<file path="src/rtl/execute_if.sv">
// Execute-stage bus: ID/EX operands, forwarding sources, EX/MEM results and stall handshake.
interface execute_if #(
  parameter int unsigned DATA_W = 32,
  parameter int unsigned ADDR_W = 32
);
  logic              mem_stall_c;
  logic              MEM_WB_valid;
  logic [4:0]        MEM_WB_dest;
  logic [DATA_W-1:0] MEM_WB_result;
  logic              WB_WEenable;
  logic [4:0]        WB_dest;
  logic [DATA_W-1:0] WB_value;
  logic [ADDR_W-1:0] ID_EX_nextPC;
  logic [DATA_W-1:0] ID_EX_A;
  logic [DATA_W-1:0] ID_EX_B;
  logic [15:0]       ID_EX_imm;
  logic [4:0]        ID_EX_rs;
  logic [4:0]        ID_EX_rt;
  logic [4:0]        ID_EX_rd;
  logic [5:0]        ID_EX_op;
  logic [1:0]        ID_EX_instruc_type;
  logic [ADDR_W-1:0] EX_MEM_targetPC;
  logic [DATA_W-1:0] EX_MEM_result;
  logic [DATA_W-1:0] EX_MEM_B;
  logic [4:0]        EX_MEM_dest;
  logic [5:0]        EX_MEM_op;
  logic [1:0]        EX_MEM_instruc_type;
  logic              EX_MEM_valid;
  logic              ex_stall_c;
  logic              div_busy;

  modport master (
    output mem_stall_c, MEM_WB_valid, MEM_WB_dest, MEM_WB_result,
           WB_WEenable, WB_dest, WB_value, ID_EX_nextPC, ID_EX_A, ID_EX_B,
           ID_EX_imm, ID_EX_rs, ID_EX_rt, ID_EX_rd, ID_EX_op, ID_EX_instruc_type,
    input  EX_MEM_targetPC, EX_MEM_result, EX_MEM_B, EX_MEM_dest, EX_MEM_op,
           EX_MEM_instruc_type, EX_MEM_valid, ex_stall_c, div_busy
  );

  modport slave (
    input  mem_stall_c, MEM_WB_valid, MEM_WB_dest, MEM_WB_result,
           WB_WEenable, WB_dest, WB_value, ID_EX_nextPC, ID_EX_A, ID_EX_B,
           ID_EX_imm, ID_EX_rs, ID_EX_rt, ID_EX_rd, ID_EX_op, ID_EX_instruc_type,
    output EX_MEM_targetPC, EX_MEM_result, EX_MEM_B, EX_MEM_dest, EX_MEM_op,
           EX_MEM_instruc_type, EX_MEM_valid, ex_stall_c, div_busy
  );
endinterface

</file>
<file path="src/rtl/execute_mc.sv">
// MIPS execute stage: ALU, jump target, 3-level forwarding, 1-cycle multiply,
// and an iterative restoring divider that stalls the front end while it runs.
module execute_mc #(
  parameter int unsigned DATA_W     = 32,
  parameter int unsigned ADDR_W     = 32,
  parameter int unsigned DIV_CYCLES = 32
) (
  input  logic     clock,
  input  logic     reset,
  execute_if.slave bus
);
  localparam int unsigned CNT_W = (DIV_CYCLES > 1) ? $clog2(DIV_CYCLES) : 1;

  localparam logic [5:0] OP_J   = 6'h02;
  localparam logic [5:0] OP_ORI = 6'h0D;
  localparam logic [5:0] OP_LUI = 6'h0F;
  localparam logic [5:0] OP_MUL = 6'h18;
  localparam logic [5:0] OP_DIV = 6'h1A;
  localparam logic [5:0] OP_ADD = 6'h20;
  localparam logic [5:0] OP_LW  = 6'h23;
  localparam logic [5:0] OP_SW  = 6'h2B;

  typedef enum logic [1:0] {IDLE, BUSY, DONE} state_t;

  state_t            state;
  logic [CNT_W-1:0]  cnt;
  logic [DATA_W-1:0] quot;
  logic [DATA_W-1:0] rem;
  logic [DATA_W-1:0] divisor;
  logic              busy;

  logic [ADDR_W-1:0] ex_tpc;
  logic [DATA_W-1:0] ex_result;
  logic [DATA_W-1:0] ex_b;
  logic [4:0]        ex_dest;
  logic [5:0]        ex_op;
  logic [1:0]        ex_type;
  logic              ex_valid;

  logic [DATA_W-1:0] a_fwd;
  logic [DATA_W-1:0] b_fwd;
  logic [DATA_W-1:0] alu_res;
  logic [ADDR_W-1:0] tpc;
  logic [DATA_W:0]   partial;
  logic              ge;
  logic [DATA_W-1:0] rem_n;
  logic              is_div;
  logic              issue;
  logic [4:0]        dest_sel;

  // Youngest matching producer wins; register 0 is never forwarded.
  function automatic logic [DATA_W-1:0] fwd(
    input logic en, input logic [4:0] r, input logic [DATA_W-1:0] rf,
    input logic exv, input logic [4:0] exd, input logic [DATA_W-1:0] exr,
    input logic mwv, input logic [4:0] mwd, input logic [DATA_W-1:0] mwr,
    input logic wbe, input logic [4:0] wbd, input logic [DATA_W-1:0] wbv);
    logic [DATA_W-1:0] v;
    v = rf;
    if (en && r != 5'd0) begin
      if (exv && exd == r)      v = exr;
      else if (mwv && mwd == r) v = mwr;
      else if (wbe && wbd == r) v = wbv;
    end
    return v;
  endfunction

  always_comb begin
    a_fwd = fwd(bus.ID_EX_instruc_type[1], bus.ID_EX_rs, bus.ID_EX_A,
                ex_valid, ex_dest, ex_result,
                bus.MEM_WB_valid, bus.MEM_WB_dest, bus.MEM_WB_result,
                bus.WB_WEenable, bus.WB_dest, bus.WB_value);
    b_fwd = fwd(bus.ID_EX_instruc_type[1], bus.ID_EX_rt, bus.ID_EX_B,
                ex_valid, ex_dest, ex_result,
                bus.MEM_WB_valid, bus.MEM_WB_dest, bus.MEM_WB_result,
                bus.WB_WEenable, bus.WB_dest, bus.WB_value);
  end

  always_comb begin
    alu_res = '0;
    tpc     = bus.ID_EX_nextPC;
    case (bus.ID_EX_op)
      OP_LUI:       alu_res = DATA_W'({bus.ID_EX_imm, 16'h0000});
      OP_ORI:       alu_res = a_fwd | DATA_W'(bus.ID_EX_imm);
      OP_ADD:       alu_res = a_fwd + b_fwd;
      OP_MUL:       alu_res = a_fwd * b_fwd;
      OP_LW, OP_SW: alu_res = a_fwd + {{(DATA_W-16){bus.ID_EX_imm[15]}}, bus.ID_EX_imm};
      OP_J:         tpc = {bus.ID_EX_nextPC[ADDR_W-1:28], bus.ID_EX_rs, bus.ID_EX_rt,
                           bus.ID_EX_imm, 2'b00};
      default:      alu_res = '0;
    endcase
  end

  // One restoring step: shift next dividend bit into the remainder, subtract if it fits.
  always_comb begin
    partial = {rem, quot[DATA_W-1]};
    ge      = partial >= {1'b0, divisor};
    rem_n   = ge ? DATA_W'(partial - {1'b0, divisor}) : partial[DATA_W-1:0];
  end

  assign is_div   = (bus.ID_EX_op == OP_DIV) && (bus.ID_EX_instruc_type != 2'b00);
  assign issue    = (state == IDLE) && is_div;
  assign dest_sel = (bus.ID_EX_instruc_type == 2'b11) ? bus.ID_EX_rd : bus.ID_EX_rt;

  always_ff @(posedge clock or posedge reset) begin
    if (reset) begin
      state     <= IDLE;
      cnt       <= '0;
      quot      <= '0;
      rem       <= '0;
      divisor   <= '0;
      busy      <= 1'b0;
      ex_tpc    <= '0;
      ex_result <= '0;
      ex_b      <= '0;
      ex_dest   <= '0;
      ex_op     <= '0;
      ex_type   <= '0;
      ex_valid  <= 1'b0;
    end else if (!bus.mem_stall_c) begin
      case (state)
        IDLE: begin
          if (is_div) begin
            quot     <= a_fwd;
            rem      <= '0;
            divisor  <= b_fwd;
            cnt      <= CNT_W'(DIV_CYCLES - 1);
            busy     <= 1'b1;
            ex_valid <= 1'b0;
            state    <= BUSY;
          end else begin
            ex_tpc    <= tpc;
            ex_result <= alu_res;
            ex_b      <= b_fwd;
            ex_dest   <= dest_sel;
            ex_op     <= bus.ID_EX_op;
            ex_type   <= bus.ID_EX_instruc_type;
            ex_valid  <= bus.ID_EX_instruc_type != 2'b00;
          end
        end
        BUSY: begin
          rem      <= rem_n;
          quot     <= {quot[DATA_W-2:0], ge};
          ex_valid <= 1'b0;
          if (cnt == '0) state <= DONE;
          else           cnt   <= cnt - CNT_W'(1);
        end
        DONE: begin
          ex_tpc    <= bus.ID_EX_nextPC;
          ex_result <= quot;
          ex_b      <= divisor;
          ex_dest   <= dest_sel;
          ex_op     <= bus.ID_EX_op;
          ex_type   <= bus.ID_EX_instruc_type;
          ex_valid  <= 1'b1;
          busy      <= 1'b0;
          state     <= IDLE;
        end
        default: state <= IDLE;
      endcase
    end
  end

  assign bus.ex_stall_c          = bus.mem_stall_c | issue | (state == BUSY);
  assign bus.div_busy            = busy;
  assign bus.EX_MEM_targetPC     = ex_tpc;
  assign bus.EX_MEM_result       = ex_result;
  assign bus.EX_MEM_B            = ex_b;
  assign bus.EX_MEM_dest         = ex_dest;
  assign bus.EX_MEM_op           = ex_op;
  assign bus.EX_MEM_instruc_type = ex_type;
  assign bus.EX_MEM_valid        = ex_valid;
endmodule

</file>
<file path="src/flat_wrapper.sv">
// flat-port wrapper written by rule: the top's interface ports become plain ports
module execute_mc_flat 
#(
  parameter int unsigned DATA_W     = 32,
  parameter int unsigned ADDR_W     = 32,
  parameter int unsigned DIV_CYCLES = 32
)
  (clock, reset, bus_mem_stall_c, bus_MEM_WB_valid, bus_MEM_WB_dest, bus_MEM_WB_result, bus_WB_WEenable, bus_WB_dest, bus_WB_value, bus_ID_EX_nextPC, bus_ID_EX_A, bus_ID_EX_B, bus_ID_EX_imm, bus_ID_EX_rs, bus_ID_EX_rt, bus_ID_EX_rd, bus_ID_EX_op, bus_ID_EX_instruc_type, bus_EX_MEM_targetPC, bus_EX_MEM_result, bus_EX_MEM_B, bus_EX_MEM_dest, bus_EX_MEM_op, bus_EX_MEM_instruc_type, bus_EX_MEM_valid, bus_ex_stall_c, bus_div_busy);
  execute_if #(.DATA_W(DATA_W), .ADDR_W(ADDR_W)) bus_i ();
  input  logic clock;
  input  logic reset;
  input wire logic [$bits(bus_i.mem_stall_c)-1:0] bus_mem_stall_c;
  input wire logic [$bits(bus_i.MEM_WB_valid)-1:0] bus_MEM_WB_valid;
  input wire logic [$bits(bus_i.MEM_WB_dest)-1:0] bus_MEM_WB_dest;
  input wire logic [$bits(bus_i.MEM_WB_result)-1:0] bus_MEM_WB_result;
  input wire logic [$bits(bus_i.WB_WEenable)-1:0] bus_WB_WEenable;
  input wire logic [$bits(bus_i.WB_dest)-1:0] bus_WB_dest;
  input wire logic [$bits(bus_i.WB_value)-1:0] bus_WB_value;
  input wire logic [$bits(bus_i.ID_EX_nextPC)-1:0] bus_ID_EX_nextPC;
  input wire logic [$bits(bus_i.ID_EX_A)-1:0] bus_ID_EX_A;
  input wire logic [$bits(bus_i.ID_EX_B)-1:0] bus_ID_EX_B;
  input wire logic [$bits(bus_i.ID_EX_imm)-1:0] bus_ID_EX_imm;
  input wire logic [$bits(bus_i.ID_EX_rs)-1:0] bus_ID_EX_rs;
  input wire logic [$bits(bus_i.ID_EX_rt)-1:0] bus_ID_EX_rt;
  input wire logic [$bits(bus_i.ID_EX_rd)-1:0] bus_ID_EX_rd;
  input wire logic [$bits(bus_i.ID_EX_op)-1:0] bus_ID_EX_op;
  input wire logic [$bits(bus_i.ID_EX_instruc_type)-1:0] bus_ID_EX_instruc_type;
  output wire logic [$bits(bus_i.EX_MEM_targetPC)-1:0] bus_EX_MEM_targetPC;
  output wire logic [$bits(bus_i.EX_MEM_result)-1:0] bus_EX_MEM_result;
  output wire logic [$bits(bus_i.EX_MEM_B)-1:0] bus_EX_MEM_B;
  output wire logic [$bits(bus_i.EX_MEM_dest)-1:0] bus_EX_MEM_dest;
  output wire logic [$bits(bus_i.EX_MEM_op)-1:0] bus_EX_MEM_op;
  output wire logic [$bits(bus_i.EX_MEM_instruc_type)-1:0] bus_EX_MEM_instruc_type;
  output wire logic [$bits(bus_i.EX_MEM_valid)-1:0] bus_EX_MEM_valid;
  output wire logic [$bits(bus_i.ex_stall_c)-1:0] bus_ex_stall_c;
  output wire logic [$bits(bus_i.div_busy)-1:0] bus_div_busy;
  assign bus_i.mem_stall_c = bus_mem_stall_c;
  assign bus_i.MEM_WB_valid = bus_MEM_WB_valid;
  assign bus_i.MEM_WB_dest = bus_MEM_WB_dest;
  assign bus_i.MEM_WB_result = bus_MEM_WB_result;
  assign bus_i.WB_WEenable = bus_WB_WEenable;
  assign bus_i.WB_dest = bus_WB_dest;
  assign bus_i.WB_value = bus_WB_value;
  assign bus_i.ID_EX_nextPC = bus_ID_EX_nextPC;
  assign bus_i.ID_EX_A = bus_ID_EX_A;
  assign bus_i.ID_EX_B = bus_ID_EX_B;
  assign bus_i.ID_EX_imm = bus_ID_EX_imm;
  assign bus_i.ID_EX_rs = bus_ID_EX_rs;
  assign bus_i.ID_EX_rt = bus_ID_EX_rt;
  assign bus_i.ID_EX_rd = bus_ID_EX_rd;
  assign bus_i.ID_EX_op = bus_ID_EX_op;
  assign bus_i.ID_EX_instruc_type = bus_ID_EX_instruc_type;
  assign bus_EX_MEM_targetPC = bus_i.EX_MEM_targetPC;
  assign bus_EX_MEM_result = bus_i.EX_MEM_result;
  assign bus_EX_MEM_B = bus_i.EX_MEM_B;
  assign bus_EX_MEM_dest = bus_i.EX_MEM_dest;
  assign bus_EX_MEM_op = bus_i.EX_MEM_op;
  assign bus_EX_MEM_instruc_type = bus_i.EX_MEM_instruc_type;
  assign bus_EX_MEM_valid = bus_i.EX_MEM_valid;
  assign bus_ex_stall_c = bus_i.ex_stall_c;
  assign bus_div_busy = bus_i.div_busy;
  execute_mc #(.DATA_W(DATA_W), .ADDR_W(ADDR_W), .DIV_CYCLES(DIV_CYCLES)) u_core (.clock(clock), .reset(reset), .bus(bus_i));
endmodule
</file>
<file path="config.mk">
export PLATFORM = sky130hd
export DESIGN_NAME = execute_mc_flat
export DESIGN_NICKNAME = d
export VERILOG_FILES = /design/src/rtl/execute_if.sv /design/src/rtl/execute_mc.sv /design/src/flat_wrapper.sv
export SDC_FILE = /design/constraint.sdc
export NUM_CORES = 2
export LEC_CHECK = 0
export ABC_AREA = 0
export ABC_CLOCK_PERIOD_IN_PS = 10750
export CORE_UTILIZATION = 41
export CTS_CLUSTER_SIZE = 14
export DETAILED_ROUTE_END_ITERATION = 16
export GPL_ROUTABILITY_DRIVEN = 1
export GPL_TIMING_DRIVEN = 0
export PLACE_DENSITY_LB_ADDON = 0.25
export REMOVE_ABC_BUFFERS = 1
export SLEW_MARGIN = 20
export SYNTH_ARGS = -nofsm -noshare
export SYNTH_HDL_FRONTEND = slang
export SYNTH_SLANG_ARGS = --single-unit
export TNS_END_PERCENT = 1
</file>
<file path="constraint.sdc">
create_clock -name clock -period 10.75 [get_ports clock]
set_input_delay 2.15 -clock clock [delete_from_list [all_inputs] [get_ports clock]]
set_output_delay 2.15 -clock clock [all_outputs]
set_load 0.02 [all_outputs]
</file>
Yosys cells after proc, flatten, opt, wreduce, memory -nomap -nowiden
Cells that the tools add are included.

word-level totals
  input bits = 214
  logic and storage cells = 108
  output and inout port bits = 112
  register bits = 214

operators by class
  muxes and demuxes = 38
  bitwise operators = 4
  multipliers = 1
  $lt $le $gt $ge = 1
  reduce and logical (&&, ||, !) cells = 26
  equality and inequality tests = 21
  $add $sub $neg = 4

operators with widths
  cell                count
  $mux 32             14
  $pmux 32 s2         5
  $pmux 32 s5         1
  $add 32x32->32      2
  $ge 33x32->1        1
  $mul 32x32->32      1
  $or 32x16->32       1
  $sub 32x32->32      1
  $eq 5x5->1          6
  $mux 28             1
  $mux 5              4
  $pmux 5 s2          2
  $eq 6x6->1 const B  3
  $reduce_and 3->1    5
  $eq 6x4->1 const B  2
  $eq 6x5->1 const B  2
  $pmux 6 s2          1
  $logic_and 1x1->1   10
  $reduce_bool 5->1   2
  $pmux 2 s2          2
  $eq 6x2->1 const B  1
  $mux 2              3
  $mux 6              1
  $reduce_bool 2->1   3
  other kinds (16)    21

Logic depth before layout (Yosys ltp)
  word-level depth = 10
  gate-level depth with buffers = 41
  mapped depth without buffers = 36

Worst setup path before layout
Ideal clock, no wire load.

  path type = input to register
  start = in bus_ID_EX_rt[0]
  end = reg u_core.ex_result[30] (netlist: u_core.bus.EX_MEM_result[30])
  path slack = -0.591 ns
  stages on the path = 36
  buffers on the path = 5
  library setup time = 0.137 ns
  data required time = 10.613 ns
  arrival time = 11.203 ns
  cell sequence = buf_2 -> or4_4 -> o21ai_4 -> a31oi_1 -> buf_2 -> buf_6 -> buf_2 -> a222oi_1 -> clkbuf_1 -> nor2_1 -> fa_1 -> inv_1 -> fa_1 -> fa_1 -> fa_1 -> inv_1 -> fa_1 -> inv_1 -> fa_1 -> inv_1 -> fa_1 -> fa_1 -> ha_1 -> a21o_1 -> a21o_1 -> a21o_1 -> a21o_1 -> a21oi_1 -> o31ai_1 -> and2_0 -> a311o_1 -> a2111oi_0 -> or3_1 -> nor4_1 -> a2111oi_0 -> nor3_1

on the way
  longest elaborated chain between the ends = 10
  elaborated cells on any way between the ends = 17
  those cells by class = add/sub (1); mul (1); eq/ne (3); mux (7); reduce/logical (5)

RTL lines
  item                                              line                                RTL
  from (decl)                                       flat_wrapper.sv:24                  input wire logic [$bits(bus_i.ID_EX_rt)-1:0] bus_ID_EX_rt;
  $eq 5x5->1                                        execute_mc.sv:62                    else if (wbe && wbd == r) v = wbv;
  $logic_and 1x1->1                                 execute_mc.sv:62
  $mux 32                                           execute_mc.sv:62
  $mux 32                                           execute_mc.sv:61                    else if (mwv && mwd == r) v = mwr;
  $mux 32                                           execute_mc.sv:60                    if (exv && exd == r) v = exr;
  $mux 32 *                                         execute_mc.sv:59                    if (en && r != 5'd0) begin
  $mul 32x32->32 or $add 32x32->32 (tied branches)  execute_mc.sv:85, execute_mc.sv:84
  $pmux 32 s5 *                                     execute_mc.sv:81                    case (bus.ID_EX_op)
  $mux 32 *                                         execute_mc.sv:122                   if (is_div) begin
  $pmux 32 s2 *                                     execute_mc.sv:120                   case (state)
  to (signal assigned)                              execute_mc.sv:132                   ex_result <= alu_res;
  to (signal assigned)                              execute_mc.sv:149                   ex_result <= quot;
  to (decl)                                         execute_mc.sv:33                    logic [DATA_W-1:0] ex_result;

Mark *: on every way between the ends. The rest lies on a longest branch, timed or not. The select of a mux whose other input is x is not followed.
A chain may end at the register's enable or synchronous reset.

Final worst setup path
  start = in bus_ID_EX_rs[0]
  end = reg u_core.ex_result[28] (netlist: u_core.bus.EX_MEM_result[28])

on the way
  longest elaborated chain between the ends = 10
  elaborated cells on any way between the ends = 19
  those cells by class = add/sub (2); mul (1); eq/ne (3); mux (7); bitwise (1); reduce/logical (5)

RTL lines
  item                                          line                RTL
  from (decl)                                   flat_wrapper.sv:23  input wire logic [$bits(bus_i.ID_EX_rs)-1:0] bus_ID_EX_rs;
  $eq 5x5->1                                    execute_mc.sv:62
  $logic_and 1x1->1                             execute_mc.sv:62
  $mux 32                                       execute_mc.sv:62
  $mux 32                                       execute_mc.sv:61
  $mux 32                                       execute_mc.sv:60
  $mux 32 *                                     execute_mc.sv:59
  $mul 32x32->32, or another cell as far along  execute_mc.sv:85    OP_MUL: alu_res = a_fwd * b_fwd;
  $pmux 32 s5 *                                 execute_mc.sv:81
  $mux 32 *                                     execute_mc.sv:122
  $pmux 32 s2 *                                 execute_mc.sv:120

Marked as above.

==> implementation parameters <==
Parameter                              Value

Timing
  Number of slew-limit violations in the final report    0
  Final setup margin    -0.219 ns
  Max Fclk    91.2 MHz
  Skew final    between 0.06 and 0.07 ns
  Number of hold-slack violations in the final timing report    0
  Final period util    102%
  Slew of the pin with the lowest slew margin    between 1 and 1.5 ns
  Number of endpoints failing setup at the final stage    5
  Post-layout minimum cycle time    10.97 ns
  RSZ-0062 raised after global routing    yes
  Worst slack on hold paths    0.470 ns
  Max transition margin    17.8%

Critical path
  Worst path top cell family by delay    adder cells
  Most repeated library cell on the critical path    fa_1
  CP required    approximately 11 ns
  Path type of the worst setup path    input pin to flip-flop
  Delay of the slowest cell on the worst path    0.61 ns
  WP buf/inv    9
  Maximum fanout count along the critical path    6
  Sort of element at the start of the critical path    input pin
  Startpoint of the worst register-to-register path    u_core.bus.EX_MEM_dest[4]
  Critical-path cell with the highest stage delay    fa_1
  Crit Reg-Reg Endpoint    u_core.bus.EX_MEM_result[28]
  Worst Reg2Reg Path Length in Cells    37
  Worst setup slack for register-to-register paths    1.14 ns
  Crit path DAT    11.45 ns
  Endpoint kind of the worst setup timing path    flip-flop

Floorplanning
  Height of the chip    278 um
  DIE AREA    between 70000 and 80000 sq um
  Starting utilization of the core area    41.7%
  Number of placement rows    100
  Die X    approximately 280 um
  Count of pins on the block boundary    326
  Area of the core    roughly 75000 sq um

CTS
  CTS clock-pin slew for the worst setup and hold paths    ~0.06 ns
  CTS tree    built
  Clock buffers created by TritonCTS    26
  Master cell of the clock root buffer    clkbuf_16
  Count of hold-fix buffers inserted at cts    0
  Deepest level of the CTS H-tree    1
  Clock Tree Buf Depth    3
  Sink count of the clock tree    214
  Clock network latency to the later pin of the worst-skew pair    roughly 0.61 ns

Cells and area
  Commonest cells after routing, fill and taps aside    488 x nor2_1, 466 x inv_1, 409 x fa_1, 397 x nand2_1, 301 x clkdlybuf4s50_1
  Growth of design area from synthesis to finish    27.5%
  Final net count    roughly 5000
  Fraction of final layout cells sized beyond drive strength 1    12.9%
  Count of non-filler cells in the finished layout    5203
  Number of filler instances in the final layout    6894
  Most common library cell in the layout ignoring fill and taps    nor2_1
  Summed area of non-filler cells in the final layout    39900 sq um

Drt
  Routed length per instance    26.0 um
  Number of antenna-violating nets in the routed design    0
  First-pass detailed-route iteration total    9
  DRC violation count after routing    0
  Average vias per placed instance    around 6
  DRT iter0 DRCs    between 3000 and 4000
  DR vias    31183
  DRT Wirelength    136 mm

Hold path
  Hold depth    2
  Worst hold start    u_core.bus.EX_MEM_targetPC[1]
  Hold Crit Class    flip-flop to flip-flop
  Terminating pin of the worst hold path    u_core.bus.EX_MEM_targetPC[1]

Synth
  Largest cells by area after synthesis    fa_1 26%, dfrtp_1 17%, ha_1 7.7%, nor2_1 6.0%, inv_1 5.6%
  Yosys synthesis warning count    0
  Share of the yosys chip area belonging to registers    17.1%
  Gate Count Post-Synth    3780
  Number of synthesized flops with an enable pin    0
  Flop and latch count out of synthesis    214
  Average instance area after synthesis    8.28 sq um
  Proportion of register bits with asynchronous set or reset after synthesis    100%
  Most frequently used flop master after synthesis    dfrtp_1
  Fraction of post-synthesis cell area in the top cell type by area    a little over a quarter
  Post-synth cell types    76
  Most area-hungry cell type in the Yosys netlist    fa_1
  Post-synthesis instance area    31300 sq um

GRT
  Overall track demand over capacity in global routing    34.7%
  Overflow left after global routing    0
  Number of antenna violations at the first check in global routing    11
  Vias in the first global route    approximately 31000
  Pin count of the biggest net entering global routing    100
  First-pass GRT wire length    200 mm

Place
  Post-place setup slack    -3.83 ns
  Cell total after placement    5025
  Final HPWL DP    103 mm
  # port buffers    ~330
  Global placement routability congestion    0.955
  Area after detailed placement    between 30000 and 40000 sq um

Status
  Result of the run    finished with violations
  Failing checks    negative setup slack

Run
  Max Cap Viol    0
-- tightest hold or removal path, stage by stage, from the launching register on --
cell and delay [ns]:
dfrtp_1 0.34, nand2_1 0.05, nand2_1 0.05
-- layer usage --
layer / wire, um / up-vias / GRT usage, %
met5: 0 / - / 0
met4: 10300 / 0 / 20.9
met3: 16900 / 561 / 9.97
met2: 58000 / 2013 / 52.7
met1: 50300 / 15238 / 43.8
li1: - / 13371 / -
-- area by class of cell --
| cell class | count | area, sq um | share of cell area, % |
|---|---|---|---|
| Antenna cell | 8 | 20.0 | 0.0502 |
| Clock buffer | 37 | 742 | 1.86 |
| Clock inverter | 10 | 164 | 0.411 |
| Inverter | 479 | 1840 | 4.61 |
| Multi-Input combinational cell | 2871 | 24300 | 60.8 |
| Sequential cell | 214 | 5360 | 13.4 |
| Tap cell | 969 | 1210 | 3.04 |
| Timing Repair Buffer | 615 | 6290 | 15.8 |
-- state kept, by name, summed over array words and instances (netlist names) --
name,count
u_core.cnt,5
u_core.rem,32
u_core.bus.EX_MEM_dest,5
u_core.divisor,32
u_core.bus.EX_MEM_op,6
u_core.state,2
u_core.quot,32
u_core.bus.EX_MEM_valid,1
u_core.bus.div_busy,1
u_core.bus.EX_MEM_result,32
u_core.bus.EX_MEM_B,32
u_core.bus.EX_MEM_targetPC,32
u_core.bus.EX_MEM_instruc_type,2
-- cells in the mapped netlist, types with 4 or more instances --
master	instances
buf_1	21
fa_1	410
a21o_1	55
nor2b_1	13
and2_1	15
inv_1	469
o22ai_1	7
a31o_2	4
xnor2_1	115
nand2_1	408
o221ai_1	12
a22oi_1	36
and3_1	23
a221o_1	12
or3_1	14
xor2_1	44
a32o_1	8
clkinv_1	10
a2bb2oi_1	4
a221oi_2	8
or2_2	43
dfrtp_1	214
clkbuf_1	172
a21boi_0	5
a221oi_1	37
ha_1	192
a21oi_1	181
nand4_1	11
o31ai_1	6
o21bai_1	15
buf_2	27
a222oi_1	25
nand2b_1	10
o21ai_0	274
a31oi_1	48
nor2_1	500
nor3_1	46
mux2i_1	72
o211ai_1	15
mux2_2	4
o21ai_1	5
o21a_1	20
a211oi_1	16
nand3_1	99
-- worst max-delay path by stage --
stage                                from  depth (start not counted)                      endpoint
after floorplan           bus_ID_EX_rt[0]                         31  u_core.bus.EX_MEM_result[30]
after global placement    u_core.state[0]                          5  u_core.bus.EX_MEM_result[14]
after detailed placement  bus_ID_EX_rs[4]                         37  u_core.bus.EX_MEM_result[30]
after CTS                 bus_ID_EX_rt[1]                         37  u_core.bus.EX_MEM_result[30]
after global routing      bus_ID_EX_rt[1]                         41  u_core.bus.EX_MEM_result[30]
final                     bus_ID_EX_rs[0]                         36  u_core.bus.EX_MEM_result[28]
-- through the flow --
step / util, % / setup TNS [ns]
CTS: 52.7 / -0.381
finish: 53.2 / -0.662
global placement: 46.5 / -1102.50
detailed placement: 49.7 / -55.41
global route: 53.2 / -2.19
floorplan: - / -59.11
-- what timing repair did --
action                     in CTS  in global routing
setup buffers                  99                 29
gates cloned                    6                  1
resized for setup             193                 64
pin swaps                      68                 44
setup endpoints to repair      23                  9
-- kinds of logic (layout without fill, tap and decap cells) --
| group | after synthesis | after routing | synth area share, % |
|---|---|---|---|
| flip-flops | 214 | 214 | 17.1 |
| multiplexers | 76 | 76 | 2.45 |
| AND/OR/NAND/NOR | 1198 | 1203 | 16.2 |
| buffers and inverters | 701 | 1141 | 8.57 |
| adder cells (fa/ha/maj) | 602 | 602 | 33.9 |
| XOR/XNOR | 163 | 163 | 4.72 |
| other | 0 | 8 | 0 |
| AO/OA/AOI/OAI | 826 | 827 | 17.0 |
Power is left out: the tool's default activity adds up to more than one toggle a clock period on the data nets, which glitch-free logic cannot reach.
